==> src/rtl/div_arbiter.sv <==
// ---------------------------------------------------------------------------
// div_arbiter
// Round-robin arbiter that hands one operand pair at a time from NUM_CH
// requesters to a single shared divider. It returns the quotient and
// remainder tagged with the channel index. If the divider does not answer
// within TIMEOUT cycles, the operation is aborted and reported with an error.
//
// Optional feature: define DIV_ARBITER_DIVZERO_EN to catch d == 0 locally.
// Such an operation then goes straight to DONE with q = all-ones, r = n and
// err = 1, and the divider is not started. Without the macro, d == 0 is sent
// to the divider like any other operand pair.
//
// Ports
//   clk_i, rst_n_i          clock; synchronous active-low reset
//   req_i  [NUM_CH]         per-channel request, held until ack
//   n_i, d_i               packed operands, channel k at [k*WIDTH +: WIDTH]
//   ack_o  [NUM_CH]         one-hot operand-accepted pulse
//   q_o, r_o, ch_o, err_o   result, held until the next result
//   val_o                   one-cycle result strobe
//   busy_o                  an operation is in progress
//   div_act_o, div_n_o, div_d_o   divider start pulse and operands
//   div_q_i, div_r_i, div_val_i   divider result and done strobe
//
// state | meaning
// IDLE  | waiting for a request; round-robin grant
// ISSUE | one-cycle start pulse to the divider; arm the timer
// WAIT  | waiting for the divider or for the timer to expire
// DONE  | result strobe; update round-robin pointer
// ---------------------------------------------------------------------------
module div_arbiter #(
    parameter int NUM_CH    = 4,
    parameter int WIDTH     = 48,
    parameter int PRECISION = 47,
    parameter int TIMEOUT   = 64
) (
    input  logic                        clk_i,
    input  logic                        rst_n_i,
    input  logic [NUM_CH-1:0]           req_i,
    input  logic [NUM_CH*WIDTH-1:0]     n_i,
    input  logic [NUM_CH*WIDTH-1:0]     d_i,
    output logic [NUM_CH-1:0]           ack_o,
    output logic [PRECISION:0]          q_o,
    output logic [WIDTH-1:0]            r_o,
    output logic [$clog2(NUM_CH)-1:0]   ch_o,
    output logic                        val_o,
    output logic                        err_o,
    output logic                        busy_o,
    output logic                        div_act_o,
    output logic [WIDTH-1:0]            div_n_o,
    output logic [WIDTH-1:0]            div_d_o,
    input  logic [PRECISION:0]          div_q_i,
    input  logic [WIDTH-1:0]            div_r_i,
    input  logic                        div_val_i
);

    localparam int CW = $clog2(NUM_CH);
    localparam int TW = $clog2(TIMEOUT);

`ifdef DIV_ARBITER_DIVZERO_EN
    localparam bit DIVZERO_EN = 1'b1;
`else
    localparam bit DIVZERO_EN = 1'b0;
`endif

    typedef enum logic [1:0] {
        S_IDLE  = 2'd0,
        S_ISSUE = 2'd1,
        S_WAIT  = 2'd2,
        S_DONE  = 2'd3
    } state_t;

    state_t          state, state_nx;
    logic [CW-1:0]   last_grant;
    logic [CW-1:0]   grant;
    logic [CW-1:0]   pick;
    logic [TW-1:0]   timer;
    logic [WIDTH-1:0] sel_n;
    logic [WIDTH-1:0] sel_d;
    logic            sel_zero;

    // First requester strictly after 'last', wrapping. The loop runs from
    // the farthest offset to the nearest, so the nearest requester is
    // written last and wins.
    function automatic logic [CW-1:0] rr_pick(input logic [NUM_CH-1:0] req,
                                              input logic [CW-1:0]     last);
        logic [CW-1:0] p;
        int            c;
        p = '0;
        for (int i = NUM_CH; i >= 1; i--) begin
            c = (int'(last) + i) % NUM_CH;
            if (req[CW'(c)]) p = CW'(c);
        end
        return p;
    endfunction

    always_comb begin
        pick     = rr_pick(req_i, last_grant);
        sel_n    = n_i[int'(pick)*WIDTH +: WIDTH];
        sel_d    = d_i[int'(pick)*WIDTH +: WIDTH];
        sel_zero = (sel_d == '0);
    end

    always_comb begin
        state_nx  = state;
        busy_o    = (state != S_IDLE);
        div_act_o = (state == S_ISSUE);
        val_o     = (state == S_DONE);
        case (state)
            S_IDLE:  if (|req_i) state_nx = (DIVZERO_EN && sel_zero) ? S_DONE : S_ISSUE;
            S_ISSUE: state_nx = S_WAIT;
            S_WAIT:  if (div_val_i || timer == '0) state_nx = S_DONE;
            S_DONE:  state_nx = S_IDLE;
            default: state_nx = S_IDLE;
        endcase
    end

    always_ff @(posedge clk_i) begin
        if (!rst_n_i) begin
            state      <= S_IDLE;
            last_grant <= CW'(NUM_CH - 1);
            grant      <= '0;
            timer      <= '0;
            ack_o      <= '0;
            q_o        <= '0;
            r_o        <= '0;
            ch_o       <= '0;
            err_o      <= 1'b0;
            div_n_o    <= '0;
            div_d_o    <= '0;
        end else begin
            state <= state_nx;
            ack_o <= '0;
            case (state)
                S_IDLE: begin
                    if (|req_i) begin
                        grant   <= pick;
                        div_n_o <= sel_n;
                        div_d_o <= sel_d;
                        ack_o   <= NUM_CH'(1) << pick;
                        if (DIVZERO_EN && sel_zero) begin
                            q_o   <= '1;
                            r_o   <= sel_n;
                            err_o <= 1'b1;
                            ch_o  <= pick;
                        end
                    end
                end
                // Down-counter: reaching zero marks TIMEOUT cycles spent in WAIT.
                S_ISSUE: timer <= TW'(TIMEOUT - 1);
                S_WAIT: begin
                    if (div_val_i) begin
                        q_o   <= div_q_i;
                        r_o   <= div_r_i;
                        err_o <= 1'b0;
                        ch_o  <= grant;
                    end else if (timer == '0) begin
                        q_o   <= '0;
                        r_o   <= '0;
                        err_o <= 1'b1;
                        ch_o  <= grant;
                    end else begin
                        timer <= timer - 1'b1;
                    end
                end
                S_DONE: last_grant <= grant;
                default: ;
            endcase
        end
    end

endmodule

==> config.mk <==
export PLATFORM = sky130hd
export DESIGN_NAME = div_arbiter
export DESIGN_NICKNAME = d
export VERILOG_FILES = /design/src/rtl/div_arbiter.sv
export SDC_FILE = /design/constraint.sdc
export NUM_CORES = 1
export LEC_CHECK = 0
export CAP_MARGIN = 0
export CORE_AREA = 5 5 268 270
export DETAILED_ROUTE_END_ITERATION = 6
export DIE_AREA = 0 0 273 275
export SETUP_SLACK_MARGIN = 0.02
export SYNTH_ARGS = -nofsm -noshare
export SYNTH_HDL_FRONTEND = slang
export SYNTH_SLANG_ARGS = --single-unit
==> constraint.sdc <==
create_clock -name clk_i -period 2.7 [get_ports clk_i]
set_clock_uncertainty 0.1 [all_clocks]
set_input_delay 0.54 -clock clk_i [delete_from_list [all_inputs] [get_ports clk_i]]
set_output_delay 0.54 -clock clk_i [all_outputs]
set_load 0.05 [all_outputs]
==> results.json, run 1 <==
{
  "status": "completed",
  "h-tree-depth": 1,
  "via_per_inst": 4.06,
  "cts-root-buf": "clkbuf_16",
  "ys_types": 41,
  "ys_seq_area_share_pct": 41.6,
  "clockBufferDepth": 3,
  "dp.cells": 2683,
  "ant_nets": 0,
  "swShare_pct": 42.4,
  "postPlaceCellArea_um2": 18400,
  "ys_warn_count": 0,
  "period_share_pct": 95.6,
  "crit_arrival_ns": 1.94,
  "drv_cap": 0,
  "crit_path_start_kind": "register",
  "synthFlopType": "dfxtp_1",
  "cts_tree": "built",
  "syn_area_per_cell_um2": 9.51,
  "cts_made_buffers": 28,
  "relSlewSlack_pct": 42.1,
  "instances_no_fill": 2739,
  "synth_area_leader_cell": "dfxtp_1",
  "power_density_nw_per_um2": 848,
  "dieHeight_um": 275,
  "synth_most_common_cell": "dfxtp_1",
  "grt_pass1_wl_mm": 74.7,
  "power.share.sequential_pct": 26.6,
  "drv_slew": 0,
  "rsz0062_at_grt": "false",
  "leakage_uw": 0.00743,
  "async_reset_ff_share_pct": 0,
  "crit_required_ns": 2.06,
  "path_clk_slew_ns": 0.06,
  "synth_commonest_cells": "dfxtp_1, nand2_1, mux2i_1, nand3_1, a21oi_1",
  "path_class": "reg2out",
  "finalSetupViolations": 0,
  "layout-drive-gt1-share_pct": 9.43,
  "p_switching_uw": 6970,
  "routedWlPerCell_um": 19.3,
  "rows": 97,
  "netlist.area_leader.share_pct": 41.6,
  "antenna_found_initial": 10,
  "grt_pass1_vias": 11800,
  "portBuffers": 688,
  "netlist_instances": 1067,
  "ys_top_cells_by_area": "dfxtp_1, mux2i_1, nand2_1, o221ai_1, nand3_1",
  "synth-seq-cells": 211,
  "drc_errors": 0,
  "clkPwrFrac_pct": 23.0,
  "grtUsageTotal_pct": 12.8,
  "die-area_um2": 75100,
  "drt_iter0_drc": 525,
  "start_util_pct": 14.6,
  "grt-ovfl-total": 0,
  "synthesis.nets": 1560,
  "vias": 11100,
  "die_x_um": 273,
  "hold_viol_final": 0,
  "cts_num_sinks": 211,
  "synth_area_um2": 10100,
  "period_minus_slack_ns": 2.58,
  "power_frac_comb_pct": 50.4,
  "synth_edf_count": 0,
  "clock.fmax_ghz": 0.388,
  "endpoint_kind": "output pin",
  "syn2layout_area_growth_pct": 91.0,
  "nNetsFinal": 2266,
  "power_uw": 16400,
  "crit_fanout": 4,
  "grt_max_degree": 97,
  "top_level_ports": 689,
  "dr.pass1.iters": 5,
  "hp-class": "reg2reg",
  "wl_mm": 52.9,
  "coreArea_um2": 69300,
  "ir_worst_vdd_mv": 0.466,
  "clk-insertion-delay-late_ns": 0.56,
  "worstMarginPinSlew_ns": 0.869,
  "postLayoutCellArea_um2": 19400,
  "hpwl_mm": 42.6,
  "gp_congestion": 0.909,
  "p_int_uw": 9470,
  "cts_setup_buffers": 0
}
through the flow:
| step | hold WS [ns] | setup TNS [ns] | worst slack (ns) | utilization, % |
|---|---|---|---|---|
| floorplan | 0.367 | 0 | 0.571 | - |
| global placement | 0.343 | -6.34 | -0.292 | 26.6 |
| detailed placement | 0.348 | -6.35 | -0.247 | 26.6 |
| CTS | 0.362 | 0 | 0.0519 | 27.9 |
| global route | 0.387 | 0 | 0.0212 | 28.0 |
| finish | 0.357 | 0 | 0.119 | 28.0 |
path summary, 6_finish.rpt:
kind / start / to / slack, ns / depth (start not counted)
max: state[0]$_SDFFE_PN0P_ / busy_o / 0.12 / 4
min: div_n_o[8]$_SDFFE_PN0P_ / div_n_o[8]$_SDFFE_PN0P_ / 0.36 / 2
max reg2reg: state[0]$_SDFFE_PN0P_ / div_d_o[8]$_SDFFE_PN0P_ / 0.38 / 8
min reg2reg: div_n_o[8]$_SDFFE_PN0P_ / div_n_o[8]$_SDFFE_PN0P_ / 0.36 / 2
repair_timing:
item	4_1_cts	5_1_grt
pin swaps	0	0
hold buffers	0	0
gates resized for setup	3	1
hold endpoints to repair	0	0
setup endpoints to repair	3	1
critical path, stage by stage (launching register included):
cell and delay [ns]:
dfxtp_1 0.39, inv_1 0.10, ha_1 0.24, inv_1 0.11, clkdlybuf4s15_1 0.54
sequential cells by signal, summed over array words and instances, names as in the netlist:
| name | count |
|---|---|
| div_n_o | 48 |
| grant | 2 |
| ch_o | 2 |
| r_o | 48 |
| last_grant | 2 |
| timer | 6 |
| q_o | 48 |
| state | 2 |
| div_d_o | 48 |
| err_o | 1 |
| ack_o | 4 |
layer usage:
| layer | track usage [%] | wire length [um] |
|---|---|---|
| met1 | 14.3 | 20000 |
| met2 | 22.2 | 25600 |
| met4 | 3.57 | 1210 |
| met3 | 5.70 | 6040 |
| met5 | 0 | 13 |
cells in the final DEF (no fill, tap or decap), types with 2 or more instances in the layout:
master and instances:
clkinv_2 4, dfxtp_1 211, dlygate4sd2_1 2, nor4_2 2
inv_1 7, clkbuf_1 8, clkbuf_16 28, inv_2 3
a31oi_1 2, xor2_1 2, ha_1 6, mux2i_1 197
bufinv_16 3, a21boi_0 32, nand2b_1 5, o221ai_1 69
and3_1 3, diode_2 6, o221ai_2 27, clkinvlp_4 2
clkdlybuf4s50_1 682, nor2_1 14, nor3_1 3, nand2_4 3
buf_12 19, nand3_1 99, buf_4 68, clkbuf_8 4
nand2_1 195, a21oi_1 72
power groups by stage:
stage / clock (uW) / sequential, uW / combinational (uW)
after floorplan: 0 / 6770 / 2590
after global placement: 0 / 4400 / 8240
after detailed placement: 0 / 4440 / 8350
after CTS: 3910 / 4380 / 8360
after global routing: 4040 / 4480 / 8730
final: 3780 / 4380 / 8280
kinds of logic (layout without fill, tap and decap cells):
| group | count (synthesis) | count (layout) | synth area share (%) |
|---|---|---|---|
| buf+inv | 106 | 832 | 7.09 |
| other cells | 0 | 6 | 0 |
| fa+ha+maj | 6 | 6 | 0.740 |
| xor+xnor | 2 | 2 | 0.173 |
| simple gates | 331 | 331 | 14.0 |
| compound gates | 214 | 214 | 16.9 |
| flops | 211 | 211 | 41.6 |
| mux | 197 | 197 | 19.4 |
cell type report:
class | count | area, um^2
fillers | 7245 | 49900
repair buffers | 772 | 7740
multi-input cells | 750 | 5260
flip-flops and latches | 211 | 4220
well taps | 940 | 1180
clock buffers | 40 | 786
clock inverters | 10 | 141
inverters | 10 | 37.5
diodes | 6 | 15.0
No activity file was read; power rests on OpenSTA's default activity.
==> run 2, diff against run 1 <==
- CORE_AREA: 5 5 268 270 -> 5 5 265 267
- CTS_BUF_LIST: not set -> sky130_fd_sc_hd__clkbuf_2
- DIE_AREA: 0 0 273 275 -> 0 0 270 272
==> results.json, run 2 (same netlist as run 1, synthesis figures left out) <==
{
  "finalSetupViolations": 0,
  "met2WireLength_mm": 26.8,
  "relSlewSlack_pct": 42.0,
  "cts_num_sinks": 211,
  "final_cell_mix": "clkdlybuf4s50_1, dfxtp_1, mux2i_1",
  "cts-root-buf": "clkbuf_2",
  "worstMarginPinSlew_ns": 0.869,
  "mostFrequentLayoutCell": "clkdlybuf4s50_1",
  "period_minus_slack_ns": 2.56,
  "crit_path_frequent_cell": "buf_12",
  "drt_iter0_drc": 471,
  "crit_required_ns": 3.40,
  "leakage_uw": 0.00847,
  "syn2layout_area_growth_pct": 101,
  "die_x_um": 270,
  "fin_tns_setup_ns": 0,
  "fill_cells": 6989,
  "critPathSlowestCell": "dlygate4sd3_1",
  "clk-insertion-delay-late_ns": 0.94,
  "path_clk_slew_ns": 0.10,
  "clock.fmax_ghz": 0.390,
  "top_level_ports": 689,
  "nNetsFinal": 2452,
  "coreArea_um2": 67900,
  "wl_met3_mm": 5.80,
  "path_class": "reg2reg",
  "wl_mm": 54.6,
  "pre_cts_slack_ns": -0.246,
  "critical_path.cell_chain": "inv_1, a22o_1, a211oi_4, buf_12, buf_12, buf_4, mux2i_1, dlygate4sd3_1, o221ai_1",
  "vias": 12000,
  "drc_errors": 0,
  "drv_slew": 0,
  "grt_pass1_vias": 13100,
  "cpPeakStageDelay_ns": 0.57,
  "endpoint_kind": "register",
  "path_buf_inv": 5,
  "clockBufferDepth": 3,
  "dr.pass1.iters": 5,
  "grt_pass1_wl_mm": 79.9,
  "hold_viol_final": 0,
  "fin_util_pct": 30.1,
  "die-area_um2": 73400,
  "drv_cap": 0,
  "gp_congestion": 0.869,
  "cts_tree": "built",
  "h-tree-depth": 3,
  "antenna_found_initial": 14,
  "rows": 96,
  "via_per_inst": 4.15,
  "start_util_pct": 15.0,
  "grt_max_degree": 98,
  "routedWlPerCell_um": 18.9,
  "grtUsageTotal_pct": 13.9,
  "dieHeight_um": 272,
  "hp-class": "in2reg",
  "cts_made_buffers": 66,
  "highest-signal-layer": "met5",
  "crit_arrival_ns": 3.26,
  "power_density_nw_per_um2": 736,
  "ant_nets": 0,
  "instances_no_fill": 2890,
  "hpwl_mm": 41.2,
  "crit_path_start_kind": "register",
  "layout-drive-gt1-share_pct": 13.8,
  "period_share_pct": 94.9,
  "final.setup.worst_slack_ns": 0.139,
  "status": "completed",
  "worst_path_dominant_cell_family": "buffers and inverters",
  "dp.cells": 2612,
  "portBuffers": 688,
  "grt-ovfl-total": 0,
  "crit_fanout": 8,
  "wirelength_met1_mm": 20.2,
  "rsz0062_at_grt": "true",
  "ir_worst_vdd_mv": 0.339
}
run 2: path summary, 6_finish.rpt:
check | startpoint | endpoint | slack [ns] | cells past startpoint
setup reg to reg | last_grant[0]$_SDFFE_PN1P_ | div_d_o[19]$_SDFFE_PN0P_ | 0.14 | 9
hold / removal | d_i[112] | div_d_o[16]$_SDFFE_PN0P_ | 0.21 | 3
hold reg to reg | q_o[27]$_SDFFE_PN0P_ | q_o[27]$_SDFFE_PN0P_ | 0.36 | 2
setup / recovery | last_grant[0]$_SDFFE_PN1P_ | div_d_o[19]$_SDFFE_PN0P_ | 0.14 | 9
run 2: repair_timing:
action / CTS / global route
hold buffers: 157 / 0
pin swaps: 0 / 1
cloned: 0 / 1
hold endpoints to repair: 122 / 0
resized for setup: 363 / 14
setup buffers: 1 / 3
setup endpoints to repair: 200 / 23
run 2: tightest hold or removal path, delay by kind of cell:
kind / cells / cell delay (ns)
mux: 1 / 0.07
compound gates: 1 / 0.14
buf+inv: 1 / 0.47
run 2: final cells by class:
class                   instances  area (um^2)  area share, %
flip-flops and latches        211         4230           20.7
multi-input cells             750         5280           25.8
inverters                      10         37.5          0.184
diodes                          6         15.0         0.0735
repair buffers                920         9210           45.1
clock buffers                  90          450           2.20
well taps                     882         1100           5.40
clock inverters                21          110          0.539
run 2: metal layers:
layer / track usage (%) / vias to the layer above
met5: 0 / -
met3: 6.61 / 104
met2: 23.8 / 560
met1: 14.7 / 5603
met4: 6.14 / 8
li1: - / 5712
run 2: power by group:
| part | leakage, uW | switching [uW] | internal (uW) | total, uW |
|---|---|---|---|---|
| clock | 0.000422 | 1590 | 922 | 2510 |
| combinational | 0.00632 | 5070 | 3100 | 8170 |
| sequential | 0.00173 | 454 | 3890 | 4350 |
run 2: per-stage QoR:
stage	cell area [um^2]	power [uW]	hold slack (ns)
detailed placement	18300	12600	0.351
floorplan	10100	9360	0.367
finish	20400	15000	0.213
CTS	20400	15200	0.000307
global placement	18300	12500	0.344
global route	20400	15900	0.0590
==> run 3, diff against run 2 <==
- SKIP_CTS_REPAIR_TIMING: not set -> 1
==> results.json, run 3 (same netlist as run 1, synthesis figures left out) <==
{
  "status": "completed",
  "fill_cells": 6993,
  "cts_num_sinks": 211,
  "period_share_pct": 91.3,
  "antenna_found_initial": 18,
  "hold_viol_final": 0,
  "path_buf_inv": 1,
  "hp-class": "in2reg",
  "start_util_pct": 15.0,
  "path_class": "reg2out",
  "clk-insertion-delay-late_ns": 0.93,
  "mostFrequentLayoutCell": "clkdlybuf4s50_1",
  "syn2layout_area_growth_pct": 100,
  "drv_slew": 0,
  "multi_input_area_um2": 5280,
  "nNetsFinal": 2387,
  "critical_path.cell_chain": "dlymetal6s2s_1",
  "dp.cells": 2612,
  "drc_errors": 0,
  "coreArea_um2": 67900,
  "fin_util_pct": 30.0,
  "postPlaceCellArea_um2": 18300,
  "crit_required_ns": 2.06,
  "via_per_inst": 4.14,
  "gp_congestion": 0.869,
  "cts-root-buf": "clkbuf_2",
  "ant_nets": 0,
  "leakage_uw": 0.0110,
  "grt_max_degree": 98,
  "die_x_um": 270,
  "die-area_um2": 73400,
  "crit_arrival_ns": 1.82,
  "crit_path_start_kind": "register",
  "crit_fanout": 2,
  "ir_worst_vdd_mv": 0.359,
  "routedWlPerCell_um": 19.0,
  "endpoint_kind": "output pin",
  "dieHeight_um": 272,
  "drt_iter0_drc": 461,
  "worst_path_dominant_cell_family": "buffers and inverters",
  "clock.fmax_ghz": 0.406,
  "rsz0062_at_grt": "true",
  "wl_mm": 53.7,
  "portBuffers": 688,
  "path_clk_slew_ns": 0.09,
  "grtUsageTotal_pct": 13.4,
  "postLayoutCellArea_um2": 20300,
  "cpPeakStageDelay_ns": 0.47,
  "grt-ovfl-total": 0,
  "period_minus_slack_ns": 2.46,
  "cts_tree": "built",
  "relSlewSlack_pct": 42.1,
  "instances_no_fill": 2829,
  "h-tree-depth": 3,
  "vias": 11700,
  "clockBufferDepth": 3,
  "rows": 96,
  "final_cell_mix": "clkdlybuf4s50_1, dfxtp_1, mux2i_1",
  "layout-drive-gt1-share_pct": 11.6,
  "finalSetupViolations": 0,
  "power_uw": 15200,
  "power_density_nw_per_um2": 746,
  "worstMarginPinSlew_ns": 0.868,
  "critPathSlowestCell": "dlymetal6s2s_1",
  "drv_cap": 0,
  "hpwl_mm": 41.2,
  "top_level_ports": 689,
  "cts_made_buffers": 66,
  "seq_area_um2": 4230,
  "grt_pass1_wl_mm": 76.0,
  "grt_pass1_vias": 12200,
  "dr.pass1.iters": 5
}
-- run 3: where the power goes --
group          switching, uW  internal [uW]  total [uW]
clock                   1580            922        2500
sequential               439           3890        4330
combinational           5030           3310        8340
total                   7040           8130       15200
-- run 3: cell type report --
type	instances	area share [%]
timing repair buffer	855	44.7
multi-input combinational	750	26.0
sequential	211	20.8
tap	882	5.43
clock buffer	90	2.22
clock inverter	21	0.541
inverter	10	0.185
antenna	10	0.123
-- run 3: final timing paths --
path / startpoint / to / slack (ns) / cells past startpoint
max: r_o[29]$_SDFFE_PN0P_ / r_o[29] / 0.24 / 1
min: d_i[160] / div_d_o[16]$_SDFFE_PN0P_ / 0.19 / 3
max reg2reg: state[0]$_SDFFE_PN0P_ / div_d_o[12]$_SDFFE_PN0P_ / 0.35 / 9
min reg2reg: div_n_o[16]$_SDFFE_PN0P_ / div_n_o[16]$_SDFFE_PN0P_ / 0.36 / 2
-- run 3: per-stage QoR --
stage	setup slack, ns	setup TNS [ns]	hold slack (ns)
floorplan	0.571	0	0.367
finish	0.236	0	0.187
global route	0.00666	0	0.00430
CTS	-0.642	-52.23	-0.197
global placement	-0.231	-12.57	0.344
detailed placement	-0.246	-13.83	0.351
-- run 3: worst reg2reg max path, cell delays in order, from the launching register on --
cell	delay, ns
dfxtp_2	0.34
inv_1	0.12
ha_4	0.17
inv_2	0.05
buf_4	0.12
nor3_1	0.57
nand2_4	0.14
buf_12	0.19
buf_4	0.23
o221ai_1	0.20
-- run 3: routing by layer --
metal | track usage [%] | wire length [um] | up-vias
li1 | - | - | 5579
met1 | 14.2 | 19800 | 5466
met2 | 22.4 | 26400 | 560
met3 | 6.77 | 5860 | 101
met4 | 6.03 | 1600 | 8
met5 | 0 | 50 | -
